`src/rtl/load_store_unit.sv`:
```
// RV32I load/store unit: turns core load/store requests into valid/ready bus beats, stalls the core until done.
// Build option LSU_MISALIGN_SPLIT_EN: split word-crossing H/W accesses into two beats instead of faulting.
module load_store_unit #(
  parameter int unsigned TIMEOUT_CYCLES = 255
) (
  input  logic        clk,
  input  logic        rst_n,
  input  logic        req_valid,
  input  logic        req_we,
  input  logic [2:0]  req_funct3,
  input  logic [31:0] req_addr,
  input  logic [31:0] req_wdata,
  output logic        stall,
  output logic [31:0] rdata_out,
  output logic        done,
  output logic        misalign_fault,
  output logic        bus_fault,
  output logic        bus_valid,
  input  logic        bus_ready,
  output logic        bus_we,
  output logic [31:0] bus_addr,
  output logic [3:0]  bus_be,
  output logic [31:0] bus_wdata,
  input  logic        bus_rvalid,
  input  logic [31:0] bus_rdata
);

  typedef enum logic [2:0] {IDLE, REQ, WAIT_R, REQ2, WAIT_R2, DONE} state_t;

  state_t      state_q, state_d;
  logic [31:0] cnt_q, cnt_d;
  logic        we_q, we_d;
  logic [2:0]  f3_q, f3_d;
  logic [1:0]  off_q, off_d;
  logic [31:0] addr_q, addr_d;
  logic [3:0]  be_q, be_d, be2_q, be2_d;
  logic [31:0] wdata_q, wdata_d, wdata2_q, wdata2_d;
  logic [31:0] rword1_q, rword1_d;
  logic [31:0] rdata_q, rdata_d;
  logic        split_q, split_d;
  logic        bfault_q, bfault_d;
  logic        mfault_q, mfault_d;

  logic [7:0]  req_be8;
  logic [63:0] req_wdata64;
  logic        illegal;
  logic        misalign_stop;
  logic        waiting;
  logic        timeout;

  // Pick the addressed byte/half out of a two-word window and extend it per funct3.
  function automatic logic [31:0] load_extend(input logic [63:0] pair, input logic [1:0] off,
                                              input logic [2:0] f3);
    logic [31:0] w;
    w = 32'(pair >> {off, 3'b000});
    case (f3)
      3'b000:  return {{24{w[7]}}, w[7:0]};
      3'b001:  return {{16{w[15]}}, w[15:0]};
      3'b100:  return {24'h0, w[7:0]};
      3'b101:  return {16'h0, w[15:0]};
      default: return w;
    endcase
  endfunction

  always_comb begin
    case (req_funct3[1:0])
      2'b00:   req_be8 = 8'h01 << req_addr[1:0];
      2'b01:   req_be8 = 8'h03 << req_addr[1:0];
      default: req_be8 = 8'h0F << req_addr[1:0];
    endcase
    req_wdata64 = {32'h0, req_wdata} << {req_addr[1:0], 3'b000};
    illegal     = (req_funct3 inside {3'b011, 3'b110, 3'b111}) || (req_we && req_funct3[2]);
  end

`ifdef LSU_MISALIGN_SPLIT_EN
  assign misalign_stop = 1'b0;
`else
  assign misalign_stop = (req_funct3[1:0] == 2'b01 && req_addr[0]) ||
                         (req_funct3[1:0] == 2'b10 && req_addr[1:0] != 2'b00);
`endif

  assign waiting = (state_q == REQ) || (state_q == WAIT_R) || (state_q == REQ2) || (state_q == WAIT_R2);
  assign timeout = (TIMEOUT_CYCLES != 0) && (cnt_q == TIMEOUT_CYCLES - 1);

  always_comb begin
    state_d  = state_q;
    we_d     = we_q;
    f3_d     = f3_q;
    off_d    = off_q;
    addr_d   = addr_q;
    be_d     = be_q;
    be2_d    = be2_q;
    wdata_d  = wdata_q;
    wdata2_d = wdata2_q;
    rword1_d = rword1_q;
    rdata_d  = rdata_q;
    split_d  = split_q;
    bfault_d = bfault_q;
    mfault_d = mfault_q;
    case (state_q)
      IDLE: begin
        if (req_valid) begin
          if (illegal) begin
            state_d  = DONE;
            bfault_d = 1'b1;
            rdata_d  = '0;
          end else if (misalign_stop) begin
            state_d  = DONE;
            mfault_d = 1'b1;
            rdata_d  = '0;
          end else begin
            state_d  = REQ;
            we_d     = req_we;
            f3_d     = req_funct3;
            off_d    = req_addr[1:0];
            addr_d   = {req_addr[31:2], 2'b00};
            be_d     = req_be8[3:0];
            be2_d    = req_be8[7:4];
            wdata_d  = req_wdata64[31:0];
            wdata2_d = req_wdata64[63:32];
            split_d  = |req_be8[7:4];
          end
        end
      end
      REQ: begin
        if (bus_ready) begin
          if (!we_q) begin
            state_d = WAIT_R;
          end else if (split_q) begin
            state_d = REQ2;
            addr_d  = addr_q + 32'd4;
            be_d    = be2_q;
            wdata_d = wdata2_q;
          end else begin
            state_d = DONE;
          end
        end
      end
      WAIT_R: begin
        // The beat-1 word is parked until beat 2 returns so both are extracted together.
        if (bus_rvalid) begin
          if (split_q) begin
            state_d  = REQ2;
            rword1_d = bus_rdata;
            addr_d   = addr_q + 32'd4;
            be_d     = be2_q;
            wdata_d  = wdata2_q;
          end else begin
            state_d = DONE;
            rdata_d = load_extend({32'h0, bus_rdata}, off_q, f3_q);
          end
        end
      end
      REQ2: begin
        if (bus_ready) state_d = we_q ? DONE : WAIT_R2;
      end
      WAIT_R2: begin
        if (bus_rvalid) begin
          state_d = DONE;
          rdata_d = load_extend({bus_rdata, rword1_q}, off_q, f3_q);
        end
      end
      DONE: begin
        state_d  = IDLE;
        bfault_d = 1'b0;
        mfault_d = 1'b0;
      end
      default: state_d = IDLE;
    endcase

    if (waiting && state_d == state_q && timeout) begin
      state_d  = DONE;
      bfault_d = 1'b1;
      rdata_d  = '0;
    end

    if (state_d != state_q) cnt_d = '0;
    else if (waiting)       cnt_d = cnt_q + 32'd1;
    else                    cnt_d = cnt_q;
  end

  always_ff @(posedge clk or negedge rst_n) begin
    if (!rst_n) begin
      state_q  <= IDLE;
      cnt_q    <= '0;
      we_q     <= 1'b0;
      f3_q     <= '0;
      off_q    <= '0;
      addr_q   <= '0;
      be_q     <= '0;
      be2_q    <= '0;
      wdata_q  <= '0;
      wdata2_q <= '0;
      rword1_q <= '0;
      rdata_q  <= '0;
      split_q  <= 1'b0;
      bfault_q <= 1'b0;
      mfault_q <= 1'b0;
    end else begin
      state_q  <= state_d;
      cnt_q    <= cnt_d;
      we_q     <= we_d;
      f3_q     <= f3_d;
      off_q    <= off_d;
      addr_q   <= addr_d;
      be_q     <= be_d;
      be2_q    <= be2_d;
      wdata_q  <= wdata_d;
      wdata2_q <= wdata2_d;
      rword1_q <= rword1_d;
      rdata_q  <= rdata_d;
      split_q  <= split_d;
      bfault_q <= bfault_d;
      mfault_q <= mfault_d;
    end
  end

  assign stall          = req_valid && (state_q != DONE);
  assign done           = (state_q == DONE);
  assign bus_valid      = (state_q == REQ) || (state_q == REQ2);
  assign bus_we         = we_q;
  assign bus_addr       = addr_q;
  assign bus_be         = be_q;
  assign bus_wdata      = wdata_q;
  assign rdata_out      = rdata_q;
  assign bus_fault      = bfault_q;
  assign misalign_fault = mfault_q;

endmodule

```
`config.mk`:
```
export PLATFORM = sky130hd
export DESIGN_NAME = load_store_unit
export DESIGN_NICKNAME = d
export VERILOG_FILES = /design/src/rtl/load_store_unit.sv
export SDC_FILE = /design/constraint.sdc
export NUM_CORES = 1
export LEC_CHECK = 0
export ABC_AREA = 1
export CORE_MARGIN = 10
export CORE_UTILIZATION = 55
export DETAILED_ROUTE_END_ITERATION = 16
export GPL_TIMING_DRIVEN = 0
export PLACE_DENSITY = 0.83
export SYNTH_ARGS = -nofsm -noshare
export SYNTH_HDL_FRONTEND = slang
export SYNTH_SLANG_ARGS = --single-unit
export TNS_END_PERCENT = 1
```
`constraint.sdc`:
```
create_clock -name clk -period 4.32 [get_ports clk]
set_input_delay 0.864 -clock clk [delete_from_list [all_inputs] [get_ports clk]]
set_output_delay 0.864 -clock clk [all_outputs]
set_load 0.005 [all_outputs]
```
==> Word-level counts from Yosys, hierarchy flattened <==
Cells that the tools add are included.
{ "word_totals": {"ff_bits": 212, "input_bits": 105, "output_inout_bits": 106, "wordCells": 141} }
{ "op_classes": {"addsub": 2, "n_eq_ne": 30, "shifts": 6, "n_mux": 57, "bitwise_logic": 2, "n_reduce_logical": 29} }
{ "ops": {"columns": ["operator", "count"], "rows": [
  ["32-bit two-way mux", 23],
  ["32-bit one-hot mux with 3 select lines", 3],
  ["32-bit one-hot mux with 4 select lines", 2],
  ["32-bit by 5-bit << shifter with 64-bit output", 1],
  ["64-bit by 5-bit >> shifter with 32-bit output", 1],
  ["32-bit by 1-bit adder with 32-bit output (second input constant)", 1],
  ["32-bit by 3-bit adder with 32-bit output (second input constant)", 1],
  ["32-bit by 8-bit == test with 1-bit output (second input constant)", 1],
  ["32-bit by 5-bit >> shifter with 32-bit output", 1],
  ["3-bit two-way mux", 10],
  ["4-bit two-way mux", 7],
  ["3-bit == test (second input constant)", 6],
  ["8-bit one-hot mux with 2 select lines", 1],
  ["3-bit one-hot mux with 5 select lines", 1],
  ["2-bit inequality test (second input constant)", 7],
  ["4-bit one-hot mux with 3 select lines", 1],
  ["3-bit by 2-bit == test with 1-bit output (second input constant)", 3],
  ["3-bit by 2-bit inequality test with 1-bit output (second input constant)", 3],
  ["3-bit inequality test (second input constant)", 3],
  ["3-bit nonzero test", 3],
  ["4-bit AND reduction", 2],
  ["1-bit by 2-bit << shifter with 8-bit output (first input constant)", 1],
  ["2-bit by 2-bit << shifter with 8-bit output (first input constant)", 1],
  ["4-bit by 2-bit << shifter with 8-bit output (first input constant)", 1],
  ["other kinds (19)", 42]
]} }

==> Longest topological paths before layout <==
{ "depth": {"word_depth": 13, "depth_mapped": 17, "mapped_depth_nobuf": 16} }

==> Least setup slack after synthesis <==
OpenSTA, ideal clock, no wires.
{ "synth_timing": {"path_kind": "input port to flip-flop", "start": "input req_addr[1]", "end": "register cnt_q[17]", "setup_time_ns": 0.121, "t_arrival_ns": 2.227, "required_ns": 4.199, "slack_ns": 1.972, "cell_stages": 14, "n_path_buf": 2, "cell_sequence": "clkbuf_1 -> inv_1 -> nand2_1 -> nand2_1 -> nand2_1 -> nand2_1 -> nand3_1 -> a21boi_0 -> nand2_2 -> nand3_1 -> nand2_1 -> nand3_4 -> buf_6 -> nor2_2"} }
{ "synth_via": {"elab_chain_len": 13, "elab_cells_between_ends": 14, "classes_between": "2 x eq/ne; 6 x mux; 6 x reduce/logical"} }
{ "synth_rtl": {"columns": ["element", "line_no", "source"], "rows": [
  ["from (decl)", "11", "input logic [31:0] req_addr,"],
  ["2-bit nonzero test *", "79", "(req_funct3[1:0] == 2'b10 && req_addr[1:0] != 2'b00);"],
  ["1-bit logical AND *", "79", null],
  ["1-bit logical OR *", "78", "assign misalign_stop = (req_funct3[1:0] == 2'b01 && req_addr[0]) ||"],
  ["3-bit two-way mux *", "107", "end else if (misalign_stop) begin"],
  ["3-bit two-way mux *", "103", "if (illegal) begin"],
  ["3-bit two-way mux *", "102", "if (req_valid) begin"],
  ["3-bit one-hot mux with 5 select lines *", "100", "case (state_q)"],
  ["3-bit == test", "171", "if (waiting && state_d == state_q && timeout) begin"],
  ["1-bit logical AND (2 in a row)", "171", null],
  ["3-bit two-way mux *", "171", null],
  ["3-bit inequality test *", "177", "if (state_d != state_q) cnt_d = '0;"],
  ["32-bit two-way mux or 2-bit nonzero test (tied branches)", null, null],
  ["to (signal assigned)", "201", "cnt_q <= cnt_d;"],
  ["to (decl)", "31", "logic [31:0] cnt_q, cnt_d;"]
]} }
Every way passes the cells marked *; elsewhere a longest branch is shown, timed or not.
A chain may end at the register's enable or synchronous reset.

==> Final worst setup path <==
{ "layout_timing": {"start": "register state_q[2]", "end": "output stall"} }
{ "layout_via": {"elab_chain_len": 2} }
{ "layout_rtl": {"columns": ["element", "line_no", "source"], "rows": [
  ["from (decl)", "30", "state_t state_q, state_d;"],
  ["from (signal assigned)", "200", "state_q <= state_d;"],
  ["3-bit inequality test", "218", "assign stall = req_valid && (state_q != DONE);"],
  ["1-bit logical AND", "218", null],
  ["to (decl)", "13", "output logic stall,"]
]} }
No other way between the ends.

==> flow_metrics.env <==
export IMPL_status="finished, final reports clean"
export IMPL_power_density_mw_per_mm2=711
export IMPL_crit_path_cell_trace="inv_2 -> nor3_1 -> inv_1 -> nand2_1 -> inv_1 -> clkdlybuf4s50_1"
export IMPL_critPathCaptureType="output pin"
export IMPL_place_area_mm2=0.0145
export IMPL_cts_hold_buf=0
export IMPL_rsz0062_at_grt="no"
export IMPL_crit_arrival_ns=2.39
export IMPL_finalHoldViolations=0
export IMPL_hold_ws_ns=0.331
export IMPL_swShare=0.454
export IMPL_seqPwrFrac=0.280
export IMPL_cts_max_level=1
export IMPL_area_growth_pct=27.8
export IMPL_max_vdd_ir_drop_uv=505
export IMPL_grt_start_max_net_pins=115
export IMPL_async_flop_share=1.00
export IMPL_synthCells=1731
export IMPL_fp_dieH_um=168
export IMPL_cpMaxStageDelayCell="dfrtp_1"
export IMPL_slew_headroom=0.462
export IMPL_grt_pass1_wl_um=69400
export IMPL_p_int_w=0.00599
export IMPL_cts_tree="yes"
export IMPL_drtPass1Iterations=7
export IMPL_nets=2073
export IMPL_crit_required_ns=3.46
export IMPL_final_core_util=0.712
export IMPL_cts_repair_resized=0
export IMPL_synth_most_common_cell="nand2_1"
export IMPL_avgRoutedWirePerCell_um=19.2
export IMPL_grt_pass1_vias=12783
export IMPL_fillCellCount=1837
export IMPL_drive_gt1_frac=0.0494
export IMPL_yosys_area_top_type_share=0.416
export IMPL_clk_latency_ns=0.53
export IMPL_place_ws_ns=1.06
export IMPL_clkSinkCount=201
export IMPL_clkTransAtPathRegs_ns=0.06
export IMPL_die_w_um=168
export IMPL_clkPwrFrac=0.210
export IMPL_cp_max_fo=7
export IMPL_core_area_mm2=0.0217
export IMPL_crit_family="buffers and inverters"
export IMPL_num_vias=13316
export IMPL_fin_setup_tns_ns=0
export IMPL_net_switching_power_w=0.00499
export IMPL_rows=54
export IMPL_place_hpwl_um=32700
export IMPL_cts_buffers=24
export IMPL_path_buf_inv=4
export IMPL_fin_skew_ns=0.0163
export IMPL_synthTopCellsByArea="dfrtp_1, nand2_1, o21ai_0"
export IMPL_finalCritPeriodShare=0.754
export IMPL_overflow=0
export IMPL_synth_ff_type="dfrtp_1"
export IMPL_worst_slew_pin_slew_ns=0.807
export IMPL_cts_setup_buffers=0
export IMPL_synth_ff_latch_count=201
export IMPL_viasPerCell=5.87
export IMPL_leakagePower_nw=7.01
export IMPL_hold_path_class="input port to async pin"
export IMPL_drt_iter0_drc=1828
export IMPL_ant_nets=0
export IMPL_combPwrFrac=0.510
export IMPL_synth_cell_types=41
export IMPL_clockBufferDepth=3
export IMPL_netlist_area_mm2=0.0121
export IMPL_die_area_mm2=0.0283
export IMPL_synth_avg_cell_area_um2=6.98
export IMPL_cpMostUsedCell="inv_1"
export IMPL_finalSetupViolCount=0
export IMPL_cap_violations=0
export IMPL_yosysSeqAreaShare=0.416
export IMPL_synth_edf_count=0
export IMPL_cts_root_buf="clkbuf_16"
export IMPL_totalWireLength_um=43600
export IMPL_synthTopCellsByCount="nand2_1, o21ai_0, dfrtp_1"
export IMPL_start_kind="register"
export IMPL_worstSetupPathType="register to output pin"
export IMPL_initial_core_util=0.557
export IMPL_grtUsageTotal=0.298
export IMPL_max_stage_delay_ns=0.51
export IMPL_ys_warn_count=0
export IMPL_r2r_setup_slack_ns=1.72
export IMPL_post_route_drc_count=0
export IMPL_yosysTopAreaCell="dfrtp_1"
export IMPL_antenna_found_initial=4
export IMPL_ios=211
export IMPL_fin_crit_ns=3.26
export IMPL_design_area_mm2=0.0154
export IMPL_portBuffers=206
export IMPL_gp_congestion=0.976
export IMPL_fmax_mhz=307
export IMPL_setup_ws_ns=1.06
export IMPL_maxSlewViolCount=0
metrics by stage:
| stage | power, W | std cells |
|---|---|---|
| floorplan | 0.00615 | 1732 |
| detailed placement | 0.00852 | 2219 |
| finish | 0.0110 | 2267 |
| global placement | 0.00841 | 2218 |
| CTS | 0.0109 | 2263 |
| global route | 0.0117 | 2267 |
layout make-up:
class | count | area (um2) | share of cell area
Tap cell | 280 | 350 | 0.0227
Sequential cell | 201 | 5030 | 0.326
Timing Repair Buffer | 207 | 2090 | 0.136
Multi-Input combinational cell | 1282 | 6060 | 0.393
Clock inverter | 12 | 223 | 0.0144
Clock buffer | 32 | 672 | 0.0435
Antenna cell | 4 | 10.0 | 0.000649
Inverter | 149 | 559 | 0.0362
Buffer | 100 | 434 | 0.0281
path summary, 6_finish.rpt:
kind,from,to,depth (start not counted)
min in group clk,wdata2_q[18],wdata2_q[18],2
max,state_q[2],stall,6
min reg2reg,wdata2_q[18],wdata2_q[18],2
max reg2reg,state_q[0],rword1_q[30],8
min,rst_n,bus_wdata[25],1
max in group asynchronous,rst_n,cnt_q[28],2
placed cells by master, fill, tap and decap left out, types with 2 or more instances in the layout:
master	instances
buf_1	11
clkinv_1	2
clkdlybuf4s50_1	205
a22oi_1	11
clkinv_2	2
dfrtp_1	201
a21oi_1	63
nand3_1	126
conb_1	2
buf_6	3
clkbuf_8	2
nor3_1	16
nand3_2	3
clkbuf_16	25
nor2_2	11
buf_2	20
ha_1	3
mux2i_1	16
inv_2	6
clkinv_4	2
clkinvlp_4	2
o21ai_0	224
nand2_2	4
nand3b_1	4
nand2_1	505
nor2_1	160
o211ai_1	15
nand4_1	16
or2_2	5
xnor2_1	7
xor2_1	28
clkbuf_1	68
diode_2	4
inv_1	141
buf_4	3
a31oi_1	19
o22ai_1	27
nor4_1	7
bufinv_16	6
registers in the layout, indices dropped and copies added (netlist names):
register	cells
be2_q	3
bus_addr	30
bus_be	4
bus_fault	1
bus_wdata	32
bus_we	1
cnt_q	32
f3_q	3
misalign_fault	1
off_q	2
rdata_out	32
rword1_q	32
split_q	1
state_q	3
wdata2_q	24
layer usage:
metal	share of wire	up-vias	wire length, um	GRT usage
li1	-	6159	-	-
met1	0.41	6212	17900	0.406
met2	0.46	815	19900	0.467
met3	0.098	130	4280	0.0461
met4	0.037	0	1630	0.117
met5	0	-	0	0
cells by family after synthesis:
group           count (synthesis)  share of synthesized area
simple gates                  859                      0.295
compound gates                367                      0.165
buf+inv                       249                     0.0822
mux                            16                     0.0133
fa+ha+maj                       3                    0.00311
xor+xnor                       35                     0.0254
flops                         201                      0.416
other cells                     1                   0.000310
power by group through the flow:
stage | Clock (W) | Sequential (W) | Combinational (W)
after floorplan | 0 | 0.00296 | 0.00319
after global placement | 0 | 0.00306 | 0.00534
after detailed placement | 0 | 0.00307 | 0.00545
after CTS | 0.00231 | 0.00305 | 0.00549
after global routing | 0.00238 | 0.00314 | 0.00613
final | 0.00231 | 0.00308 | 0.00559
Note: power is estimated with default switching activity, not from simulation.
